--- config.mk ---
export PLATFORM = sky130hd
export DESIGN_NAME = rvi_lsu
export DESIGN_NICKNAME = d
export VERILOG_FILES = /design/src/rtl/rvi_lsu.sv
export SDC_FILE = /design/constraint.sdc
export NUM_CORES = 1
export LEC_CHECK = 0
export CAP_MARGIN = 5
export CORE_ASPECT_RATIO = 1.1
export CORE_UTILIZATION = 28
export DETAILED_ROUTE_END_ITERATION = 10
export PLACE_DENSITY = 0.66
export SLEW_MARGIN = 10
export SYNTH_ARGS = -nofsm -noshare
export SYNTH_HDL_FRONTEND = slang
export SYNTH_SLANG_ARGS = --single-unit
--- constraint.sdc ---
create_clock -name CLK -period 5.3 [get_ports CLK]
set_clock_uncertainty 0.1 [all_clocks]
set_input_delay 0.53 -clock CLK [delete_from_list [all_inputs] [get_ports CLK]]
set_output_delay 0.53 -clock CLK [all_outputs]
set_load 0.05 [all_outputs]
--- src/rtl/rvi_lsu.sv ---
// rvi_lsu: load/store unit for the RVI MEM stage.
// Turns one load/store per instruction into a request/acknowledge bus
// transaction with byte-lane steering, load extension and fault detection.
// Optional feature macro: LSU_TIMEOUT_EN (bounds BUSY to TIMEOUT cycles).
//
// Ports:
//   CLK, RESET_N            clock (rising edge), async active-low reset
//   req_valid/req_write     MEM-stage load/store request, 1 = store
//   req_funct3/req_addr     RISC-V size/sign code and byte address
//   req_wdata               store data (rs2)
//   stall                   freeze pipeline while the access is in flight
//   rsp_valid/rsp_rdata     one-cycle completion pulse with extended load data
//   fault                   misaligned / illegal / timed-out access
//   mem_req/mem_we/mem_be   bus request, write enable, byte enables
//   mem_addr/mem_wdata      word-aligned address, lane-replicated store data
//   mem_ack/mem_rdata       bus completion and read data (same cycle)
module rvi_lsu #(
  parameter int XLEN    = 32,
  parameter int ADDR_W  = 32,
  parameter int TIMEOUT = 15
) (
  input  logic              CLK,
  input  logic              RESET_N,
  input  logic              req_valid,
  input  logic              req_write,
  input  logic [2:0]        req_funct3,
  input  logic [ADDR_W-1:0] req_addr,
  input  logic [XLEN-1:0]   req_wdata,
  output logic              stall,
  output logic              rsp_valid,
  output logic [XLEN-1:0]   rsp_rdata,
  output logic              fault,
  output logic              mem_req,
  output logic              mem_we,
  output logic [XLEN/8-1:0] mem_be,
  output logic [ADDR_W-1:0] mem_addr,
  output logic [XLEN-1:0]   mem_wdata,
  input  logic              mem_ack,
  input  logic [XLEN-1:0]   mem_rdata
);

  localparam int NB   = XLEN / 8;
  localparam int OFFW = $clog2(NB);

  if ((XLEN != 32 && XLEN != 64) || TIMEOUT < 1) begin : g_param_check
    $error("rvi_lsu: XLEN must be 32 or 64 and TIMEOUT at least 1");
  end

  typedef enum logic [1:0] {IDLE, BUSY, DONE} state_t;

  function automatic logic is_legal(logic wr, logic [2:0] f3);
    case (f3)
      3'b000, 3'b001, 3'b010: return 1'b1;
      3'b011:                 return (XLEN == 64);
      3'b100, 3'b101:         return !wr;
      3'b110:                 return (XLEN == 64) && !wr;
      default:                return 1'b0;
    endcase
  endfunction

  function automatic logic [NB-1:0] lane_mask(logic [1:0] sz, logic [OFFW-1:0] off);
    logic [NB-1:0] m;
    m = '0;
    for (int i = 0; i < NB; i++) m[i] = (i < (1 << sz));
    return m << off;
  endfunction

  // Store data is copied into every lane so the bus only needs mem_be.
  function automatic logic [XLEN-1:0] replicate(logic [XLEN-1:0] d, logic [1:0] sz);
    logic [XLEN-1:0] r;
    r = '0;
    for (int i = 0; i < NB; i++) r[8*i +: 8] = d[8*(i & ((1 << sz) - 1)) +: 8];
    return r;
  endfunction

  // d already has the addressed bytes shifted down to lane 0.
  function automatic logic [XLEN-1:0] extend(logic [XLEN-1:0] d, logic [2:0] f3);
    logic [XLEN-1:0] r;
    int              top;
    logic            sbit;
    top = 8 << f3[1:0];
    if (top > XLEN) top = XLEN;
    sbit = ~f3[2] & d[top-1];
    for (int i = 0; i < XLEN; i++) r[i] = (i < top) ? d[i] : sbit;
    return r;
  endfunction

  state_t          state;
  logic [2:0]      f3_p0;
  logic [OFFW-1:0] off_p0;
  logic            bad_req;
  logic [XLEN-1:0] lane_data;

  assign bad_req = !is_legal(req_write, req_funct3) ||
                   ((req_addr[2:0] & ((3'd1 << req_funct3[1:0]) - 3'd1)) != 3'd0);

  assign lane_data = mem_rdata >> {off_p0, 3'b000};

  // Gated by RESET_N so a reset mid-access releases the pipeline at once.
  assign stall = RESET_N & ((state == BUSY) | ((state == IDLE) & req_valid));

`ifdef LSU_TIMEOUT_EN
  localparam int CW = $clog2(TIMEOUT + 1);
  logic [CW-1:0] tcnt;
`endif

  always_ff @(posedge CLK or negedge RESET_N) begin
    if (!RESET_N) begin
      state     <= IDLE;
      f3_p0     <= '0;
      off_p0    <= '0;
      rsp_valid <= 1'b0;
      rsp_rdata <= '0;
      fault     <= 1'b0;
      mem_req   <= 1'b0;
      mem_we    <= 1'b0;
      mem_be    <= '0;
      mem_addr  <= '0;
      mem_wdata <= '0;
`ifdef LSU_TIMEOUT_EN
      tcnt      <= '0;
`endif
    end else begin
      case (state)
        // p0: request capture
        IDLE: begin
          if (req_valid) begin
            if (bad_req) begin
              state     <= DONE;
              rsp_valid <= 1'b1;
              fault     <= 1'b1;
              rsp_rdata <= '0;
            end else begin
              state     <= BUSY;
              mem_req   <= 1'b1;
              mem_we    <= req_write;
              mem_be    <= req_write ? lane_mask(req_funct3[1:0], req_addr[OFFW-1:0]) : '1;
              mem_addr  <= {req_addr[ADDR_W-1:OFFW], {OFFW{1'b0}}};
              mem_wdata <= replicate(req_wdata, req_funct3[1:0]);
              f3_p0     <= req_funct3;
              off_p0    <= req_addr[OFFW-1:0];
`ifdef LSU_TIMEOUT_EN
              tcnt      <= '0;
`endif
            end
          end
        end
        // p1: bus wait; ack wins over an expiring timeout
        BUSY: begin
          if (mem_ack) begin
            state     <= DONE;
            mem_req   <= 1'b0;
            rsp_valid <= 1'b1;
            fault     <= 1'b0;
            rsp_rdata <= mem_we ? '0 : extend(lane_data, f3_p0);
          end
`ifdef LSU_TIMEOUT_EN
          else if (tcnt == CW'(TIMEOUT - 1)) begin
            state     <= DONE;
            mem_req   <= 1'b0;
            rsp_valid <= 1'b1;
            fault     <= 1'b1;
            rsp_rdata <= '0;
          end else begin
            tcnt <= tcnt + 1'b1;
          end
`endif
        end
        // p2: response pulse, pipeline advances on this edge
        default: begin
          state     <= IDLE;
          rsp_valid <= 1'b0;
          fault     <= 1'b0;
          rsp_rdata <= '0;
        end
      endcase
    end
  end

endmodule

==> impl_metrics.json, run 1 <==
{
  "power.density_nw_per_um2": 479,
  "synthCells": 538,
  "ys_ff_latch": 109,
  "first_pass_iters": 4,
  "yosys-top-cells-area": "dfrtp_1 (53%), nand2_1 (14%), mux2i_1 (7.7%), o21ai_0 (3.1%), a22oi_1 (2.2%)",
  "path_cells": "clkdlybuf4s50_1, buf_4, a221oi_2, nor2_1, or4b_4, o21ai_0",
  "die_area_um2": 19000,
  "num_io_pins": 209,
  "clk_pin_slew_ns": 0.07,
  "p_clk_frac": 0.182,
  "ctsLongestPathBuffers": 2,
  "htreeDepth": 3,
  "finalNonFillerCells": 972,
  "hold_path.class": "in2async",
  "dp_hpwl_um": 10900,
  "gp_congestion": 0.773,
  "status": "finished, final reports clean",
  "drv_slew": 0,
  "grt_overflow": 0,
  "grt_pass1_wl_um": 24500,
  "cts.sinks": 109,
  "io_buffers": 206,
  "n_antenna_cell": 0,
  "fmax_ghz": 0.342,
  "multi_input_area_um2": 2240,
  "drv_cap": 0,
  "area_growth_pct": 49.0,
  "drive_above_1_share": 0.0627,
  "worst-setup-path-type": "in2reg",
  "slew_headroom": 0.297,
  "synthDistinctLibCells": 46,
  "gr-usage-all-layers": 0.166,
  "cts_tree": "built",
  "arrival_ns": 3.01,
  "hold_ws_ns": 0.0717,
  "critPathMaxStageDelay_ns": 0.80,
  "yosys.area.top_type": "dfrtp_1",
  "viasPerCell": 4.63,
  "grt_pass1_vias": 4530,
  "worst_pin_slew_ns": 1.05,
  "wirelength_um": 15200,
  "fin_nets": 836,
  "period_minus_slack_ns": 2.92,
  "cts_hold_buf": 0,
  "die_x_um": 132,
  "drc": 0,
  "switchingPower_mw": 1.68,
  "switching_share": 0.454,
  "worst_slack_ns": 2.38,
  "seq_area_frac_synth": 0.527,
  "rsz0062_at_grt": "false",
  "regArea_um2": 2730,
  "via_count": 4501,
  "dp_cells": 956,
  "setup_tns_ns": 0,
  "critical-path-top-delay-family": "simple AND/OR/NAND/NOR gates",
  "fin_crit_sh": 0.552,
  "ctsRootBufferMaster": "clkbuf_16",
  "setup_violations": 0,
  "yosysWarnings": 0,
  "critPathRequiredTime_ns": 5.39,
  "report.final.hold_viol_count": 0,
  "endpoint_kind": "flip-flop",
  "synth.cell_area_um2": 5170,
  "avgSynthCellArea_um2": 9.61,
  "num_rows": 51,
  "core_um2": 17900,
  "initial_core_util": 0.289,
  "place_ws_ns": 1.96,
  "fp.dieH_um": 145,
  "max-vdd-ir-drop_mv": 0.279,
  "avgRoutedWirePerCell_um": 15.6,
  "drt-initial-drc-count": 148,
  "ant_nets": 0,
  "power_frac_comb": 0.495,
  "cp-start-kind": "primary input",
  "grt_max_degree": 95,
  "n_fill_cell": 1751,
  "power.leakage_nw": 3.48,
  "antenna_found_initial": 0,
  "cts.repair.resized": 0,
  "sequentialPowerShare": 0.322,
  "cp_num_buf_inv": 2,
  "cts_setup_buffers": 0,
  "synth_top_area_frac": 0.527,
  "intPower_mw": 2.02,
  "clkLatencyLatePin_ns": 0.35,
  "slowest_stage": "or4b_4",
  "cts_buffers": 9,
  "crit_fanout": 94
}
==> placed cells by master, fill, tap and decap left out, types with 8 or more instances in the layout <==
cell / instances
nand2_1: 186
a22oi_1: 15
a221o_1: 8
mux2i_1: 40
o21ai_1: 14
o21ai_0: 32
mux2_2: 8
dfrtp_1: 109
a21oi_1: 13
clkdlybuf4s50_1: 205
buf_4: 10
nor2_1: 18
clkbuf_16: 9
==> flip-flops by register name (all words and copies together), names as in the netlist <==
register and flops:
state 2, mem_wdata 32, rsp_valid 1, rsp_rdata 32, fault 1, mem_addr 30
off_p0 2, mem_req 1, mem_we 1, mem_be 4, f3_p0 3
==> layer usage <==
metal  up-vias  track usage  wire, µm
met5         -            0         0
met4         0       0.0557       212
met3        11       0.0599      1520
met2       185        0.276      7030
met1      2100        0.198      6450
li1       2205            -         -
==> final timing paths <==
kind | endpoint | cells past startpoint | slack, ns | startpoint
max | mem_wdata[28] | 6 | 2.38 | req_funct3[1]
min | rsp_rdata[10] | 1 | 0.07 | RESET_N
max reg2reg | rsp_rdata[25] | 7 | 2.95 | f3_p0[1]
min reg2reg | mem_addr[17] | 2 | 0.38 | mem_addr[17]
max in group asynchronous | mem_addr[31] | 2 | 3.75 | RESET_N
min in group CLK | mem_addr[17] | 2 | 0.38 | mem_addr[17]
==> area by class of cell <==
cell class / instances / area share
inverters: 5 / 0.00244
clock buffers: 10 / 0.0310
well taps: 238 / 0.0386
multi-input cells: 389 / 0.291
repair buffers: 215 / 0.276
flip-flops and latches: 109 / 0.354
clock inverters: 6 / 0.00698
==> metrics by stage <==
stage | area, µm² | power, mW | util
detailed placement | 7410 | 3.04 | 0.415
CTS | 7710 | 3.74 | 0.431
global route | 7710 | 3.89 | 0.431
finish | 7710 | 3.69 | 0.431
floorplan | 5170 | 2.38 | -
global placement | 7410 | 3.03 | 0.415
==> Yosys cell counts, drive strengths merged <==
cell,number
nor2b,3
inv,5
a41oi,1
a22oi,15
ha,3
o21a,2
a311o,1
nand2b,3
or2,2
a211oi,3
a221oi,2
a31oi,2
nor4b,2
a21o,2
conb,1
a221o,8
a22o,7
mux2,8
o211ai,2
nor3b,3
nor3,1
nor4bb,1
nand2,186
o21ai,47
a21oi,13
a32o,1
o211a,1
dfrtp,109
a211o,1
or4b,1
nand3b,1
nor2,19
and2,1
mux2i,40
clkbuf,14
buf,22
nor4,1
nand3,3
o31ai,1
==> cells by family after synthesis <==
logic type | after synthesis | share of synthesized area
mux | 48 | 0.0948
simple gates | 227 | 0.183
compound gates | 109 | 0.142
other cells | 1 | 0.000725
flops | 109 | 0.527
buf+inv | 41 | 0.0448
fa+ha+maj | 3 | 0.00726
==> power by group through the flow <==
| stage | registers [mW] | clock network (mW) | logic, mW |
|---|---|---|---|
| 2_1_floorplan | 1.91 | 0 | 0.469 |
| 3_3_place_gp | 1.20 | 0 | 1.83 |
| 3_5_place_dp | 1.20 | 0 | 1.84 |
| 4_1_cts | 1.19 | 0.695 | 1.85 |
| 5_1_grt | 1.22 | 0.726 | 1.94 |
| 6_report | 1.19 | 0.673 | 1.83 |
==> worst reg2reg max path: stages (launching register included) <==
cell      delay, ns
dfrtp_1        0.45
nor2_2         0.28
ha_1           0.31
nor2_1         0.09
o21ai_0        0.10
or2_2          0.34
a211oi_4       0.44
a221o_1        0.18
No activity file was read; power rests on OpenSTA's default activity.
==> run 2, diff against run 1 <==
- clock period: 5.3 -> 3 ns (I/O delays scaled with it)
==> run 2 against run 1 <==
Worst hold slack improved by 0.29 ns; first-iteration DRC count increased by 3.4%; sequential power is 78% higher; largest power group unchanged.
==> impl_metrics.json, run 2 (synthesis results as in run 1) <==
{
  "avgRoutedWirePerCell_um": 16.0,
  "worst-setup-path-type": "reg2out",
  "cts_buffers": 9,
  "wl_met2_um": 7160,
  "area_growth_pct": 50.3,
  "critPathMaxStageDelay_ns": 0.86,
  "fp.dieH_um": 145,
  "drv_slew": 0,
  "drc": 0,
  "grt_pass1_wl_um": 25400,
  "drt-initial-drc-count": 153,
  "dp_hpwl_um": 11500,
  "viasPerCell": 4.67,
  "num_io_pins": 209,
  "whs_path_depth": 3,
  "p_total_mw": 6.52,
  "layout_commonest_cell": "clkdlybuf4s50_1",
  "gp_congestion": 0.790,
  "fin_nets": 846,
  "cts_tree": "built",
  "grt_max_degree": 62,
  "drv_cap": 0,
  "rsz0062_at_grt": "false",
  "n_antenna_cell": 0,
  "fmax_ghz": 0.385,
  "top_layer": "met4",
  "max-vdd-ir-drop_mv": 0.417,
  "reg.largest.list": "mem_wdata (32), rsp_rdata (32), mem_addr (30)",
  "grt_overflow": 0,
  "ctsRootBufferMaster": "clkbuf_16",
  "die_x_um": 132,
  "gr-usage-all-layers": 0.172,
  "final_cell_mix": "clkdlybuf4s50_1 (205), nand2_1 (186), dfrtp_1 (109)",
  "ant_nets": 0,
  "cp-start-kind": "flip-flop",
  "reg2reg_slack_ns": 0.70,
  "setup_violations": 0,
  "drive_above_1_share": 0.0726,
  "path_cells": "nor2_1, nor3b_1, clkdlybuf4s50_1",
  "crit_fanout": 11,
  "hold_path.class": "in2reg",
  "worst_pin_slew_ns": 0.998,
  "dp_cells": 965,
  "cts.sinks": 109,
  "endpoint_kind": "output port",
  "slew_headroom": 0.332,
  "wirelength_um": 15700,
  "slowest_stage": "clkdlybuf4s50_1",
  "cts_setup_buffers": 0,
  "period_minus_slack_ns": 2.60,
  "report.final.hold_viol_count": 0,
  "fin_crit_sh": 0.867,
  "die_area_um2": 19000,
  "setup_tns_ns": 0,
  "r2r-start": "f3_p0[1]",
  "power.density_nw_per_um2": 839,
  "dr_wl_met3_um": 1550,
  "status": "finished, final reports clean",
  "worstRegToRegCells": 7,
  "hold_ws_ns": 0.360,
  "core_um2": 17900,
  "power.leakage_nw": 3.52,
  "arrival_ns": 2.20,
  "clkLatencyLatePin_ns": 0.35,
  "io_buffers": 206,
  "clk_pin_slew_ns": 0.08,
  "worstHoldStart": "req_addr[11]",
  "worst_slack_ns": 0.400,
  "antenna_found_initial": 1,
  "finalNonFillerCells": 982,
  "initial_core_util": 0.289,
  "critPathRequiredTime_ns": 2.60,
  "whs_endpoint": "mem_addr[11]",
  "r2r_end": "rsp_rdata[25]",
  "first_pass_iters": 4,
  "ctsLongestPathBuffers": 2,
  "htreeDepth": 3,
  "num_rows": 51,
  "via_count": 4583,
  "grt_pass1_vias": 4618,
  "wl_met1_um": 6850,
  "place_ws_ns": 0.447
}
==> run 2: changes by cell type in the layout (fill, tap and decap cells not counted), sizes merged <==
cell / previous run / this run
dlygate4sd3: 0 / 1
clkinv: 2 / 1
inv: 8 / 9
buf: 10 / 19
==> run 2: how the worst max path moves through the flow <==
stage,start,to
after detailed placement,req_valid,stall
after global routing,state[0],stall
after floorplan,state[1],stall
after global placement,req_valid,stall
after CTS,state[0],stall
final,state[0],stall
==> run 2: per-layer routing <==
metal / vias to the layer above / global-route usage
met5: - / 0
met4: 0 / 0.0557
met3: 12 / 0.0620
met2: 185 / 0.279
met1: 2159 / 0.212
li1: 2227 / -
==> run 2: cell type report <==
cell class / count / area, µm²
Clock buffer: 10 / 229
Clock inverter: 6 / 51.3
Fill cell: 1770 / 10100
Multi-Input combinational cell: 389 / 2240
Inverter: 5 / 18.8
Sequential cell: 109 / 2730
Timing Repair Buffer: 225 / 2200
Tap cell: 238 / 298
==> run 2: power by group <==
group | switching [mW] | total, mW | internal, mW | leakage, nW
Clock | 0.592 | 1.17 | 0.579 | 0.134
Sequential | 0.266 | 2.12 | 1.86 | 1.39
Combinational | 2.11 | 3.23 | 1.11 | 1.99
==> run 2: repair_timing <==
item                                    in CTS  in global routing
hold endpoints to repair                    12                  0
hold buffers                                 1                  0
endpoints found under the setup margin       0                  0
gates resized for setup                      0                  0
==> run 2: stage by stage <==
step | instance area [µm²] | util
floorplan | 5170 | -
detailed placement | 7480 | 0.419
global placement | 7480 | 0.419
finish | 7770 | 0.435
global route | 7770 | 0.435
CTS | 7770 | 0.435
==> run 2: critical path, delay by kind of cell (launching register included) <==
kind	cells	cell delay, ns
buf+inv	1	0.86
flops	1	0.62
simple gates	2	0.37
==> patch, RTL diff (config.mk and constraints of run 2) <==
Set the parameter `XLEN` to 64 (it was 32).
--- a/src/rtl/rvi_lsu.sv
+++ b/src/rtl/rvi_lsu.sv
@@ -15,7 +15,7 @@
 //   mem_addr/mem_wdata      word-aligned address, lane-replicated store data
 //   mem_ack/mem_rdata       bus completion and read data (same cycle)
 module rvi_lsu #(
-  parameter int XLEN    = 32,
+  parameter int XLEN    = 64,
   parameter int ADDR_W  = 32,
   parameter int TIMEOUT = 15
 ) (
Ports: changed (5 resized); port bits go from 209 to 341. The function was not compared with the original's and may differ.
==> patch against run 2 <==
- synthesized area up 89%
- sequential power is 70% higher
- count of clock-buffer cells in the layout rose by 9
- routed wire length is 140% higher
- power rose by 98%
- worst setup slack got worse by 0.11 ns
- final area increased by 84%
- largest power group unchanged
- critical path depth increased by 6
- critical endpoint is now rsp_rdata[10]
- sequential cell count up 68
==> patch: results (changes against run 2) <==
| Metric | Value |
|---|---|
| Status | `finished, final reports clean (unchanged)` |
| Initial DRC Count | `597 (was 153)` |
| Synth Area in XOR/XNOR | `0.000895 (was 0)` |
| Vias per Instance | `5.18 (was 4.67)` |
| Compound-Gate Fraction of Synth Area | `0.195 (was 0.142)` |
| Reg2reg path depth | `9 (was 7)` |
| Per-cell routed wire length | `20.9 um (was 16.0 um)` |
| Placer Congestion | `0.887 (was 0.790)` |
| Maximum fanout along the worst path | `7 (was 11)` |
| Post-synth top cells | `214 x nand2_1, 177 x dfrtp_1, 84 x mux2i_1, 52 x o21ai_0, 40 x clkbuf_1 (was 186 x nand2_1, 109 x dfrtp_1, 40 x mux2i_1, 32 x o21ai_0, 18 x nor2_1)` |
| Critical Path Source | `f3_p0[0] (was state[0])` |
| Largest registers | `mem_wdata x64, rsp_rdata x64, mem_addr x29 (was mem_wdata x32, rsp_rdata x32, mem_addr x30)` |
| Pint | `6780 uW (was 3550 uW)` |
| Mux cell area share after synthesis | `0.145 (was 0.0948)` |
| Clk tree area frac | `0.0385 (was 0.0361)` |
| Met1 Use GR | `0.241 (was 0.212)` |
| Worst skew pair latency | `0.43 ns (was 0.35 ns)` |
| Drt pass-1 iters | `5 (was 4)` |
| Inverters | `17 (was 5)` |
| Port bufs | `337 (was 206)` |
| Placed Area | `13700 sq um (was 7480 sq um)` |
| Register area | `4430 sq um (was 2730 sq um)` |
| Comb_multi_in | `722 (was 389)` |
| Largest net degree at the start of global routing | `77 (was 62)` |
| Layout cells sized above 1 | `0.115 (was 0.0726)` |
| Worst path top cell family by delay | `compound AO/OA/AOI/OAI gates (was buffers and inverters)` |
| Leakage power total | `0.00619 uW (was 0.00352 uW)` |
| Fraction of the mapped netlist area in adder cells | `0.00384 (was 0.00726)` |
| Comb group | `7140 uW (was 3230 uW)` |
| CLK BUF | `19 (was 10)` |
| First-pass GRT wire length | `56500 um (was 25400 um)` |
| DPL Wire Length | `27700 um (was 11500 um)` |
| Crit-path slowest cell | `nor3_4 (was clkdlybuf4s50_1)` |
| Syn_area_per_cell | `9.75 sq um (was 9.61 sq um)` |
| Slowest Stage Delay on Critical Path | `0.48 ns (was 0.86 ns)` |
| Vias | `9204 (was 4583)` |
| Seq area share | `0.309 (was 0.351)` |
| H-Tree Level Count | `4 (was 3)` |
| VDD IR-drop max | `0.000612 V (was 0.000417 V)` |
| Ant diodes | `1 (was 0)` |
| HP Class | `in2async (was in2reg)` |
| Buffering overhead | `0.271 (was 0.284)` |
| Netlist cell types | `59 (was 46)` |
## patch: changes by cell type in the layout (fill, tap and decap cells not counted), moves of 20 or more
cell | before | now
clkdlybuf4s50_1 | 205 | 334
dfrtp_1 | 109 | 174
mux2i_1 | 40 | 84
a221o_1 | 8 | 38
nand2_1 | 186 | 214
mux2_2 | 8 | 34
buf_4 | 19 | 44
o21ai_1 | 14 | 37
o21ai_0 | 32 | 52
## patch: repair_timing
action,CTS,global route
endpoints found under the hold margin,47,0
buffers inserted,0,1
hold buffers,1,0
pin swaps,0,1
endpoints found under the setup margin,4,23
resized for setup,1,2
## patch: worst paths after layout
check	end	slack [ns]
max reg2reg	rsp_rdata[10]	0.29
min	rsp_rdata[22]	0.28
max in group asynchronous	mem_addr[29]	1.43
max	rsp_rdata[10]	0.29
min reg2reg	mem_addr[20]	0.37
min in group CLK	mem_addr[23]	0.29
## patch: metal layers
metal  share of wire  vias to the layer above
met5               0                        -
met2            0.50                      424
met1            0.40                     4502
met4           0.012                        0
met3           0.089                       25
li1                -                     4253
